<file path="src/rtl/diff_ctrl.sv">
// diff_ctrl
//   Difficulty and tempo controller for the game core. Holds an N-level
//   difficulty table selected with up/down buttons (only in DIFF_MODE),
//   derives the beat period from the table, optionally tightens that period
//   on hit streaks while playing, and generates the one-cycle beat tick that
//   the note scroller consumes.
//
//   Optional feature macro: DIFF_AUTO_RAMP_EN
//     defined   - streak/ramp registers are built and shorten the period on
//                 hit streaks, down to MIN_SPEED.
//     undefined - hit/miss are ignored and diff_speed is the table speed.
//
// Ports
//   clk        in   clock
//   n_rst      in   asynchronous active-low reset
//   mode       in   [2:0] current game mode
//   btn_up     in   raw level-up button (asynchronous to clk)
//   btn_down   in   raw level-down button (asynchronous to clk)
//   play       in   high while the game is running
//   hit        in   one-cycle pulse per note hit
//   miss       in   one-cycle pulse per note miss
//   level      out  [$clog2(NUM_LEVELS+1)-1:0] current level, 1..NUM_LEVELS
//   diff_speed out  [SPEED_W-1:0] effective tick period in clk cycles
//   tick       out  one-cycle registered beat pulse

module diff_ctrl #(
  parameter int         NUM_LEVELS = 3,
  parameter int         SPEED_W    = 23,
  parameter int         BASE_SPEED = 6000000,
  parameter int         SPEED_STEP = 2000000,
  parameter int         WRAP       = 1,
  parameter logic [2:0] DIFF_MODE  = 3'd3,
  parameter int         STREAK_LEN = 8,
  parameter int         RAMP_STEP  = 250000,
  parameter int         MIN_SPEED  = 1000000
) (
  input  logic                              clk,
  input  logic                              n_rst,
  input  logic [2:0]                        mode,
  input  logic                              btn_up,
  input  logic                              btn_down,
  input  logic                              play,
  input  logic                              hit,
  input  logic                              miss,
  output logic [$clog2(NUM_LEVELS+1)-1:0]   level,
  output logic [SPEED_W-1:0]                diff_speed,
  output logic                              tick
);

  localparam int LEVEL_W = $clog2(NUM_LEVELS + 1);
  localparam logic [LEVEL_W-1:0] LVL_ONE = LEVEL_W'(1);
  localparam logic [LEVEL_W-1:0] LVL_MAX = LEVEL_W'(NUM_LEVELS);

  // Configurations that would let the table speed reach zero or go negative
  // are rejected at elaboration.
  if (NUM_LEVELS < 2) begin : g_chk_levels
    $error("diff_ctrl: NUM_LEVELS must be at least 2");
  end
  if (longint'(BASE_SPEED) <= longint'(NUM_LEVELS - 1) * longint'(SPEED_STEP)) begin : g_chk_speed
    $error("diff_ctrl: BASE_SPEED must exceed (NUM_LEVELS-1)*SPEED_STEP");
  end

  logic up_s1, up_s2, up_d;
  logic dn_s1, dn_s2, dn_d;
  logic up_p, dn_p;
  logic [LEVEL_W-1:0] level_nxt;
  logic lvl_chg;
  logic [SPEED_W-1:0] tbl_speed;
  logic [SPEED_W-1:0] cnt;

  // Two-flop synchronisers plus a delayed copy for rising-edge detection.
  always_ff @(posedge clk or negedge n_rst) begin
    if (!n_rst) begin
      up_s1 <= 1'b0;
      up_s2 <= 1'b0;
      up_d  <= 1'b0;
      dn_s1 <= 1'b0;
      dn_s2 <= 1'b0;
      dn_d  <= 1'b0;
    end else begin
      up_s1 <= btn_up;
      up_s2 <= up_s1;
      up_d  <= up_s2;
      dn_s1 <= btn_down;
      dn_s2 <= dn_s1;
      dn_d  <= dn_s2;
    end
  end

  assign up_p = up_s2 & ~up_d;
  assign dn_p = dn_s2 & ~dn_d;

  // Edges seen outside DIFF_MODE fall through here and are simply lost.
  always_comb begin
    level_nxt = level;
    if ((mode == DIFF_MODE) && (up_p ^ dn_p)) begin
      if (up_p) begin
        if (level == LVL_MAX) begin
          level_nxt = (WRAP != 0) ? LVL_ONE : level;
        end else begin
          level_nxt = level + LVL_ONE;
        end
      end else begin
        if (level == LVL_ONE) begin
          level_nxt = (WRAP != 0) ? LVL_MAX : level;
        end else begin
          level_nxt = level - LVL_ONE;
        end
      end
    end
  end

  assign lvl_chg = (level_nxt != level);

  always_ff @(posedge clk or negedge n_rst) begin
    if (!n_rst) begin
      level <= LVL_ONE;
    end else begin
      level <= level_nxt;
    end
  end

  // level >= 1 always, so (level-1) never wraps.
  assign tbl_speed = SPEED_W'(BASE_SPEED)
                   - SPEED_W'(level - LVL_ONE) * SPEED_W'(SPEED_STEP);

`ifdef DIFF_AUTO_RAMP_EN

  localparam int STREAK_W = $clog2(STREAK_LEN + 1);
  localparam int WIDE_W   = SPEED_W + 32;
  localparam logic [STREAK_W-1:0] STREAK_LAST = STREAK_W'(STREAK_LEN - 1);

  logic [STREAK_W-1:0] streak;
  logic [SPEED_W-1:0]  ramp;
  logic [WIDE_W-1:0]   ramp_red;
  logic [WIDE_W-1:0]   tbl_wide;
  logic [WIDE_W-1:0]   min_wide;
  logic                at_floor;

  // The reduction is compared in a wider domain so the subtraction below is
  // only ever taken when it cannot underflow.
  assign ramp_red = WIDE_W'(ramp) * WIDE_W'(RAMP_STEP);
  assign tbl_wide = WIDE_W'(tbl_speed);
  assign min_wide = WIDE_W'(MIN_SPEED);
  assign at_floor = (ramp_red + min_wide) >= tbl_wide;

  always_comb begin
    diff_speed = tbl_speed;
    if (min_wide > tbl_wide) begin
      diff_speed = tbl_speed;
    end else if (at_floor) begin
      diff_speed = SPEED_W'(MIN_SPEED);
    end else begin
      diff_speed = tbl_speed - SPEED_W'(ramp_red);
    end
  end

  // Miss has priority over hit; the ramp step stops counting once the
  // period is already pinned at the floor.
  always_ff @(posedge clk or negedge n_rst) begin
    if (!n_rst) begin
      streak <= '0;
      ramp   <= '0;
    end else if (!play || lvl_chg || miss) begin
      streak <= '0;
      ramp   <= '0;
    end else if (hit) begin
      if (streak == STREAK_LAST) begin
        streak <= '0;
        if (!at_floor) begin
          ramp <= ramp + SPEED_W'(1);
        end
      end else begin
        streak <= streak + STREAK_W'(1);
      end
    end
  end

`else

  logic unused_ramp_inputs;

  assign unused_ramp_inputs = hit ^ miss;
  assign diff_speed         = tbl_speed;

`endif

  // Using >= rather than == means a period that shrinks below the running
  // count fires on the next cycle instead of waiting for a wrap.
  always_ff @(posedge clk or negedge n_rst) begin
    if (!n_rst) begin
      cnt  <= '0;
      tick <= 1'b0;
    end else if (!play) begin
      cnt  <= '0;
      tick <= 1'b0;
    end else if (cnt >= (diff_speed - SPEED_W'(1))) begin
      cnt  <= '0;
      tick <= 1'b1;
    end else begin
      cnt  <= cnt + SPEED_W'(1);
      tick <= 1'b0;
    end
  end

endmodule

</file>
<file path="config.mk">
export PLATFORM = sky130hd
export DESIGN_NAME = diff_ctrl
export DESIGN_NICKNAME = d
export VERILOG_FILES = /design/src/rtl/diff_ctrl.sv
export SDC_FILE = /design/constraint.sdc
export NUM_CORES = 1
export LEC_CHECK = 0
export CAP_MARGIN = 15
export CORE_UTILIZATION = 40
export CTS_BUF_LIST = sky130_fd_sc_hd__clkbuf_8
export CTS_CLUSTER_DIAMETER = 80
export DETAILED_ROUTE_END_ITERATION = 8
export GPL_TIMING_DRIVEN = 0
export HOLD_SLACK_MARGIN = 0.15
export PLACE_DENSITY_LB_ADDON = 0.25
export SLEW_MARGIN = 30
export SYNTH_ARGS = -nofsm -noshare
export SYNTH_HDL_FRONTEND = slang
export SYNTH_SLANG_ARGS = --single-unit
</file>
<file path="constraint.sdc">
create_clock -name clk -period 4.34 [get_ports clk]
set_input_delay 0.651 -clock clk [delete_from_list [all_inputs] [get_ports clk]]
set_output_delay 0.651 -clock clk [all_outputs]
set_load 0.005 [all_outputs]
</file>
* Word-level counts from Yosys, hierarchy flattened *
Index checks and enable logic that the tools add are counted.
W data, S select, Z words.

storage, ports and cells
  bits in registers = 32
  output and inout port bits = 26
  logic and storage cells = 33
  input port bits = 10

cells by class
  reductions and logical operators = 1
  bitwise logic cells = 5
  multiplexer cells = 7
  add/sub/neg operators = 6
  multipliers = 1
  $lt $le $gt $ge = 1
  equality and inequality tests = 3

operators with widths
  kind                      count
  $mux W23                  2
  $add A23 B1 Y23 const B   1
  $ge A23 B23 Y1            1
  $mul A23 B14 Y16 const B  1
  $sub A23 B1 Y23 const B   1
  $sub A23 B23 Y23 const A  1
  $mux W2                   3
  $eq A3 B2 Y1 const B      1
  $sub A2 B1 Y3 const B     1
  $add A2 B1 Y2 const B     1
  $and A1 B1 Y1             2
  $eq A2 B1 Y1 const B      1
  $eq A2 B2 Y1 const B      1
  $mux W1                   2
  $not A1 Y1                2
  $sub A2 B1 Y2 const B     1
  $logic_and A1 B1 Y1       1
  $xor A1 B1 Y1             1

* Depth between registers and ports, before layout *
Gate-level depths: netlist of run 1.

  depth in word-level cells = 7
  gate-level depth with buffers = 15

* Worst setup path before layout of run 1 *
OpenSTA, ideal clock, no wires.

  kind = reg-to-reg
  start point = register level[0]
  end point = register cnt[12]
  cell stages (with the launch flop) = 16
  buffers on the path = 1
  arrival = 3326 ps
  period minus slack after synthesis = 3397 ps
  library setup time = 72 ps
  setup slack = 943 ps
  cells stage by stage = dfstp_2 > inv_1 > ha_1 > ha_1 > nand2b_1 > and3_1 > or3_1 > nand3_1 > xor2_1 > ha_1 > a21oi_1 > nor2_1 > a211oi_1 > o2111ai_2 > buf_6 > nor2_1

on the way
  longest elaborated chain between the ends = 7

RTL lines
  item                      RTL line  text
  start: declaration        45        output logic [$clog2(NUM_LEVELS+1)-1:0] level,
  start signal: assignment  119       level <= level_nxt;
  $sub A2 B1 Y3             125       - SPEED_W'(level - LVL_ONE) * SPEED_W'(SPEED_STEP);
  $mul A23 B14 Y16          125
  $sub A23 B23 Y23          125
  net diff_speed[9]         46        output logic [SPEED_W-1:0] diff_speed,
  $sub A23 B1 Y23           197       end else if (cnt >= (diff_speed - SPEED_W'(1))) begin
  $ge A23 B23 Y1            197
  $mux W23                  197
  $mux W23                  194       end else if (!play) begin
  end signal: assignment    201       cnt <= cnt + SPEED_W'(1);
  end: declaration          69        logic [SPEED_W-1:0] cnt;

The timed path passes the listed nets, and every way through them passes these cells.
A chain may end at the register's enable or synchronous reset.

* Final worst setup path of run 1 *
  start point = register level[0]
  end point = register cnt[5]

on the way
  longest elaborated chain between the ends = 7

RTL lines
  item              RTL line
  $sub A2 B1 Y3     125
  $mul A23 B14 Y16  125
  $sub A23 B23 Y23  125
  $sub A23 B1 Y23   197
  $ge A23 B23 Y1    197
  $mux W23          197
  $mux W23          194

Every way passes these cells.

==> impl_metrics.json, run 1 <==
{
  "yosys.area_share.simple_pct": 21.5,
  "cp.arrival_ns": 4.11,
  "antenna_left": 0,
  "cts.htree.levels": 2,
  "postSynthCellCount": 223,
  "drive_above_1_share_pct": 11.4,
  "synthMuxAreaShare_pct": 0.464,
  "clk_path_buf_depth": 2,
  "grt.total_usage_pct": 16.2,
  "hold_buffers": 0,
  "crit_type": "flop to flop",
  "status": "finished, final reports clean",
  "clock_latency_ns": 0.28,
  "ir_worst_vdd_uv": 222,
  "io_buffer_count": 25,
  "synthFlopType": "dfrtp_1",
  "p_clk_share_pct": 21.8,
  "place_area_sq_um": 2540,
  "grt_pass1_vias": 1481,
  "ys_seq_area_share_pct": 37.2,
  "drt_pass1_iterations": 4,
  "synth_xor_area_share_pct": 11.0,
  "yosysMostFrequentCell": "dfrtp_1",
  "synthDistinctLibCells": 36,
  "netlist_area_sq_um": 2160,
  "crit_top_cell": "ha_1",
  "grt_max_degree": 18,
  "antenna_cells": 0,
  "required_ns": 4.55,
  "synth_top_family_by_area": "simple AND/OR/NAND/NOR gates",
  "maxCapViolCount": 0,
  "ys_ff_latch": 32,
  "rsz0062_at_grt": "false",
  "critPathCaptureType": "flop",
  "leakage_uw": 0.00122,
  "cts_setup_buffers": 0,
  "wl_per_cell_um": 11.7,
  "yosys.area.top_type": "dfrtp_1",
  "cts_buffers": 5,
  "post_cts_resized": 0,
  "swShare_pct": 33.6,
  "setup_viol": 0,
  "final_cell_area_sq_um": 2640,
  "cts_root_buf": "clkbuf_8",
  "synth.top_cell.area_share_pct": 36.0,
  "antenna_found_initial": 0,
  "max_stage_delay_ns": 0.66,
  "synthAdderAreaFrac_pct": 15.1,
  "cp_max_fo": 10,
  "skew_ns": 0.00371,
  "cellInternalPower_uw": 752,
  "synthArstFlopShare_pct": 100,
  "p_switching_uw": 380,
  "fp.dieW_um": 75.4,
  "drc": 0,
  "cts_sinks": 32,
  "drt_iter0_markers": 50,
  "die_area_sq_um": 5690,
  "die_h_um": 75.4,
  "hold_class": "input pin to async pin",
  "grt_pass1_wl_um": 6820,
  "fin_crit_sh_pct": 89.7,
  "viasPerCell": 4.73,
  "crit_chain": "inv_1 -> ha_1 -> ha_1 -> nand2b_1 -> and3_1 -> or3_1 -> nand3_1 -> xor2_1 -> ha_1 -> a21oi_1 -> nor2_1 -> a211oi_1 -> o2111ai_2 -> buf_6 -> nor2_1",
  "vias": 1575,
  "grt_remaining_overflow": 0,
  "boundaryPins": 36,
  "fmax_mhz": 257,
  "fin_crit_ns": 3.89,
  "cts_tree": "built",
  "power_frac_seq_pct": 29.4,
  "timing.setup.tns_ns": 0,
  "cpMaxStageDelayCell": "dfstp_2",
  "synth_edf_count": 0,
  "finalMaxSlewViolations": 0,
  "place_congestion": 0.830,
  "fp-row-count": 26,
  "coreArea_sq_um": 5140,
  "synthTopCellsByArea": "dfrtp_1 (36%), ha_1 (15%), xor2_1 (6.9%)",
  "start_kind": "flop",
  "yosysWarnings": 0,
  "synth_compound_gate_area_share_pct": 7.14,
  "combPwrFrac_pct": 48.9,
  "synth_area_per_cell_sq_um": 9.67,
  "ys_top_cells_by_count": "dfrtp_1 (31), nor2_1 (29), ha_1 (26), nand2_1 (17), xor2_1 (17)",
  "power.density_nw_per_um2": 429,
  "nFillCells": 510,
  "clkTransAtPathRegs_ns": 0.06,
  "final_nets": 299,
  "area_growth_pct": 22.4,
  "finalHoldViolations": 0,
  "initial_utilization_pct": 41.9,
  "hpwl_um": 3130,
  "routed_wirelength_um": 3880
}
layer usage:
layer | global-route usage [%] | wire, um | up-vias
met5 | 0 | 0 | -
met4 | 4.94 | 48 | 0
met3 | 3.97 | 137 | 5
met2 | 25.1 | 1730 | 23
met1 | 22.3 | 1970 | 723
li1 | - | - | 824
final cells by class:
class	instances	area, sq um	share of cell area, %
tap	70	87.6	3.32
sequential	32	802	30.4
clock buffer	7	96.3	3.65
inverter	14	52.6	1.99
timing repair buffer	26	273	10.3
buffer	14	109	4.13
multi-input combinational	170	1220	46.2
metrics by stage:
stage	hold slack [ns]	cells	power [uW]	util, %	setup slack, ns
floorplan	0.331	230	637	-	0.943
global placement	0.334	325	887	49.0	0.460
CTS	0.294	333	1150	51.3	0.431
finish	0.293	333	1130	51.3	0.447
detailed placement	0.335	326	899	49.5	0.454
global route	0.313	333	1230	51.3	0.145
critical path, delay by kind of cell (launching register included):
family	cells	cell delay, ns
adder cells (fa/ha/maj)	3	0.78
AND/OR/NAND/NOR	6	0.95
XOR/XNOR	1	0.18
AO/OA/AOI/OAI	3	0.86
buffers and inverters	2	0.42
flip-flops	1	0.66
state kept, by name (all words and copies together) (netlist names):
register  cells
up_s2         1
up_s1         1
dn_s2         1
cnt          23
dn_s1         1
tick          1
up_d          1
level         2
dn_d          1
power by group through the flow:
stage	sequential (uW)	combinational, uW	clock, uW
3_5_place_dp	339	560	0
5_1_grt	336	627	271
4_1_cts	333	563	254
6_report	332	553	246
2_1_floorplan	333	304	0
3_3_place_gp	338	549	0
final timing paths:
path	start	depth (start not counted)	slack (ns)	end
max	level[0]$_DFFE_PN1P_	15	0.45	cnt[5]$_DFF_PN0_
max reg2reg	level[0]$_DFFE_PN1P_	15	0.45	cnt[5]$_DFF_PN0_
min reg2reg	up_s1$_DFF_PN0_	0	0.35	up_s2$_DFF_PN0_
min in group clk	up_s1$_DFF_PN0_	0	0.35	up_s2$_DFF_PN0_
max in group asynchronous	n_rst	2	3.63	cnt[14]$_DFF_PN0_
min	n_rst	1	0.29	cnt[6]$_DFF_PN0_
layout by cell type, fill, tap and decap left out:
master / count
ha_1: 26
clkbuf_8: 7
nor3_1: 4
xor2_1: 17
dfstp_2: 1
nand2b_1: 2
dfrtp_1: 31
buf_2: 1
xnor2_1: 10
nor4_1: 2
mux2i_1: 1
nor2_1: 29
nand3_1: 9
o31ai_2: 1
nor3_2: 1
or3_1: 1
buf_4: 11
clkdlybuf4s50_1: 24
nand3_4: 1
buf_16: 1
o21ai_0: 6
a221oi_1: 1
clkbuf_1: 1
o211ai_1: 1
inv_1: 14
and4_1: 3
nand4_2: 1
a21oi_1: 5
a2111oi_4: 1
buf_6: 2
nor4_4: 1
and3_1: 3
nor2b_1: 3
a31oi_1: 2
a211oi_1: 2
conb_1: 8
nand2_1: 17
nand4_1: 8
o2111ai_2: 1
and2_1: 3
cell families after synthesis:
family	count (synthesis)
and+or+nand+nor	88
other	1
xor gates and xnor gates	27
buffers and inverters	28
DFF	32
adders and majority gates	26
AOI/OAI and AO/OA	20
muxes	1
(Power assumes the default switching activity.)
==> run 2, diff against run 1 <==
--- a/config.mk
+++ b/config.mk
@@ -6,6 +6,8 @@
 export NUM_CORES = 1
 export LEC_CHECK = 0
 export CAP_MARGIN = 15
+export CELL_PAD_IN_SITES_DETAIL_PLACEMENT = 0
+export CELL_PAD_IN_SITES_GLOBAL_PLACEMENT = 1
 export CORE_UTILIZATION = 40
 export CTS_BUF_LIST = sky130_fd_sc_hd__clkbuf_8
 export CTS_CLUSTER_DIAMETER = 80
==> run 2 against run 1 <==
  * Clock-buffer cell count shrank 1
  * Via count grew 0.76%
  * First-iteration DRC count grew 38%
  * Worst hold slack gained 0.0016 ns
  * Highest routed layer unchanged
  * Sequential cell count is the same
  * Final cell count grew 0.30%
  * Critical path type unchanged
  * Register-to-register slack is essentially flat
  * Largest power group unchanged
  * Power shrank 1.5%
==> impl_metrics.json, run 2 (synthesis results as in run 1) <==
{
  "antenna_found_initial": 0,
  "skew_ns": 0.00581,
  "wl_per_cell_um": 12.0,
  "timing.setup.tns_ns": 0,
  "finalHoldViolations": 0,
  "fmax_mhz": 258,
  "crit_type": "flop to flop",
  "antenna_cells": 0,
  "fp.dieW_um": 75.4,
  "cts_root_buf": "clkbuf_8",
  "layoutNonFillerInstCount": 334,
  "place_congestion": 0.823,
  "fin_crit_ns": 3.88,
  "post_cts_resized": 0,
  "final_nets": 299,
  "clock_latency_ns": 0.28,
  "rsz0062_at_grt": "false",
  "layout_common_cells": "dfrtp_1 (31), nor2_1 (29), ha_1 (26)",
  "grt_remaining_overflow": 0,
  "reg2reg_depth": 15,
  "maxCapViolCount": 0,
  "cts.htree.levels": 2,
  "busiest_layer": "met2",
  "grt_pass1_vias": 1540,
  "worst_r2r_startpoint": "level[0]$_DFFE_PN1P_",
  "clkTransAtPathRegs_ns": 0.06,
  "fp-row-count": 26,
  "initial_utilization_pct": 41.9,
  "cp.arrival_ns": 4.09,
  "use_met3_pct": 3.97,
  "cts_sinks": 32,
  "clk_path_buf_depth": 2,
  "use_met1_pct": 21.8,
  "start_kind": "flop",
  "grt_max_degree": 19,
  "ir_worst_vdd_uv": 263,
  "top_regs": "cnt x23, level x2",
  "fin_crit_sh_pct": 89.5,
  "largest_reg_flops": 23,
  "coreArea_sq_um": 5140,
  "drc": 0,
  "regToRegSetupSlack_ns": 0.46,
  "cts_setup_buffers": 0,
  "power.density_nw_per_um2": 424,
  "leakage_uw": 0.00123,
  "cp_max_fo": 10,
  "boundaryPins": 36,
  "grt.total_usage_pct": 16.7,
  "drt_pass1_iterations": 4,
  "io_buffer_count": 25,
  "largest_register": "cnt",
  "hold_buffers": 0,
  "finalMaxSlewViolations": 0,
  "viasPerCell": 4.75,
  "grt_pass1_wl_um": 6980,
  "required_ns": 4.55,
  "nFillCells": 521,
  "antenna_left": 0,
  "setup_viol": 0,
  "final_common_cell": "dfrtp_1",
  "cts_buffers": 5,
  "r2r-end": "cnt[16]$_DFF_PN0_",
  "routed_wirelength_um": 4010,
  "status": "finished, final reports clean",
  "drive_above_1_share_pct": 11.0,
  "hpwl_um": 3200,
  "cts_tree": "built",
  "die_h_um": 75.4,
  "die_area_sq_um": 5690,
  "critPathCaptureType": "flop",
  "area_growth_pct": 22.1,
  "use_met2_pct": 26.9,
  "place_inst": 326,
  "vias": 1587,
  "drt_iter0_markers": 69,
  "hold_class": "input pin to async pin"
}
==> run 2: changes by cell type in the layout (fill, tap and decap cells not counted) <==
cell / change
clkbuf_8: -1
inv_1: +2
==> run 2: final cells by class <==
class                   count  area (sq um)  area share, %
flip-flops and latches     32           802           30.5
well taps                  70          87.6           3.33
plain buffers              14           109           4.13
clock inverters             2          7.51          0.285
clock buffers               6          82.6           3.14
inverters                  14          52.6           2.00
multi-input cells         170          1220           46.3
repair buffers             26           273           10.4
==> run 2: worst max-delay path by stage <==
stage | startpoint | endpoint | slack [ns] | cells after the start
floorplan | level[0]$_DFFE_PN1P_ | cnt[12]$_DFF_PN0_ | 0.94 | 15
global placement | level[0]$_DFFE_PN1P_ | cnt[12]$_DFF_PN0_ | 0.45 | 15
detailed placement | level[0]$_DFFE_PN1P_ | cnt[16]$_DFF_PN0_ | 0.44 | 15
CTS | level[0]$_DFFE_PN1P_ | cnt[16]$_DFF_PN0_ | 0.42 | 15
global route | level[0]$_DFFE_PN1P_ | cnt[16]$_DFF_PN0_ | 0.21 | 15
finish | level[0]$_DFFE_PN1P_ | cnt[16]$_DFF_PN0_ | 0.46 | 15
==> run 2: report_power, final <==
group | leakage (uW) | switching, uW | total (uW) | internal (uW)
clock network | 0.0000538 | 102 | 227 | 124
registers | 0.000425 | 20.5 | 333 | 313
logic | 0.000747 | 257 | 555 | 298
total | 0.00123 | 380 | 1110 | 735
==> run 2: through the flow <==
stage / instance area (sq um) / util [%] / power, uW / hold slack (ns) / worst slack [ns]
floorplan: 2180 / - / 637 / 0.331 / 0.943
global placement: 2520 / 49.0 / 891 / 0.336 / 0.453
detailed placement: 2540 / 49.5 / 900 / 0.343 / 0.436
CTS: 2630 / 51.2 / 1130 / 0.294 / 0.418
global route: 2630 / 51.2 / 1210 / 0.302 / 0.214
finish: 2630 / 51.2 / 1110 / 0.294 / 0.457
==> run 2: metal layers <==
layer  vias up  part of all wire, %
li1        824                    -
met1       735                   49
met2        24                   46
met3         4                  3.4
met4         0                  1.4
met5         -                    0
==> run 2: critical path, cell delays in order, from the launching register on <==
cell	delay (ns)
dfstp_2	0.66
inv_1	0.19
ha_1	0.31
ha_1	0.20
nand2b_1	0.14
and3_1	0.19
or3_1	0.35
nand3_1	0.09
xor2_1	0.18
ha_1	0.27
a21oi_1	0.15
nor2_1	0.06
a211oi_1	0.36
o2111ai_2	0.33
buf_6	0.24
nor2_1	0.10
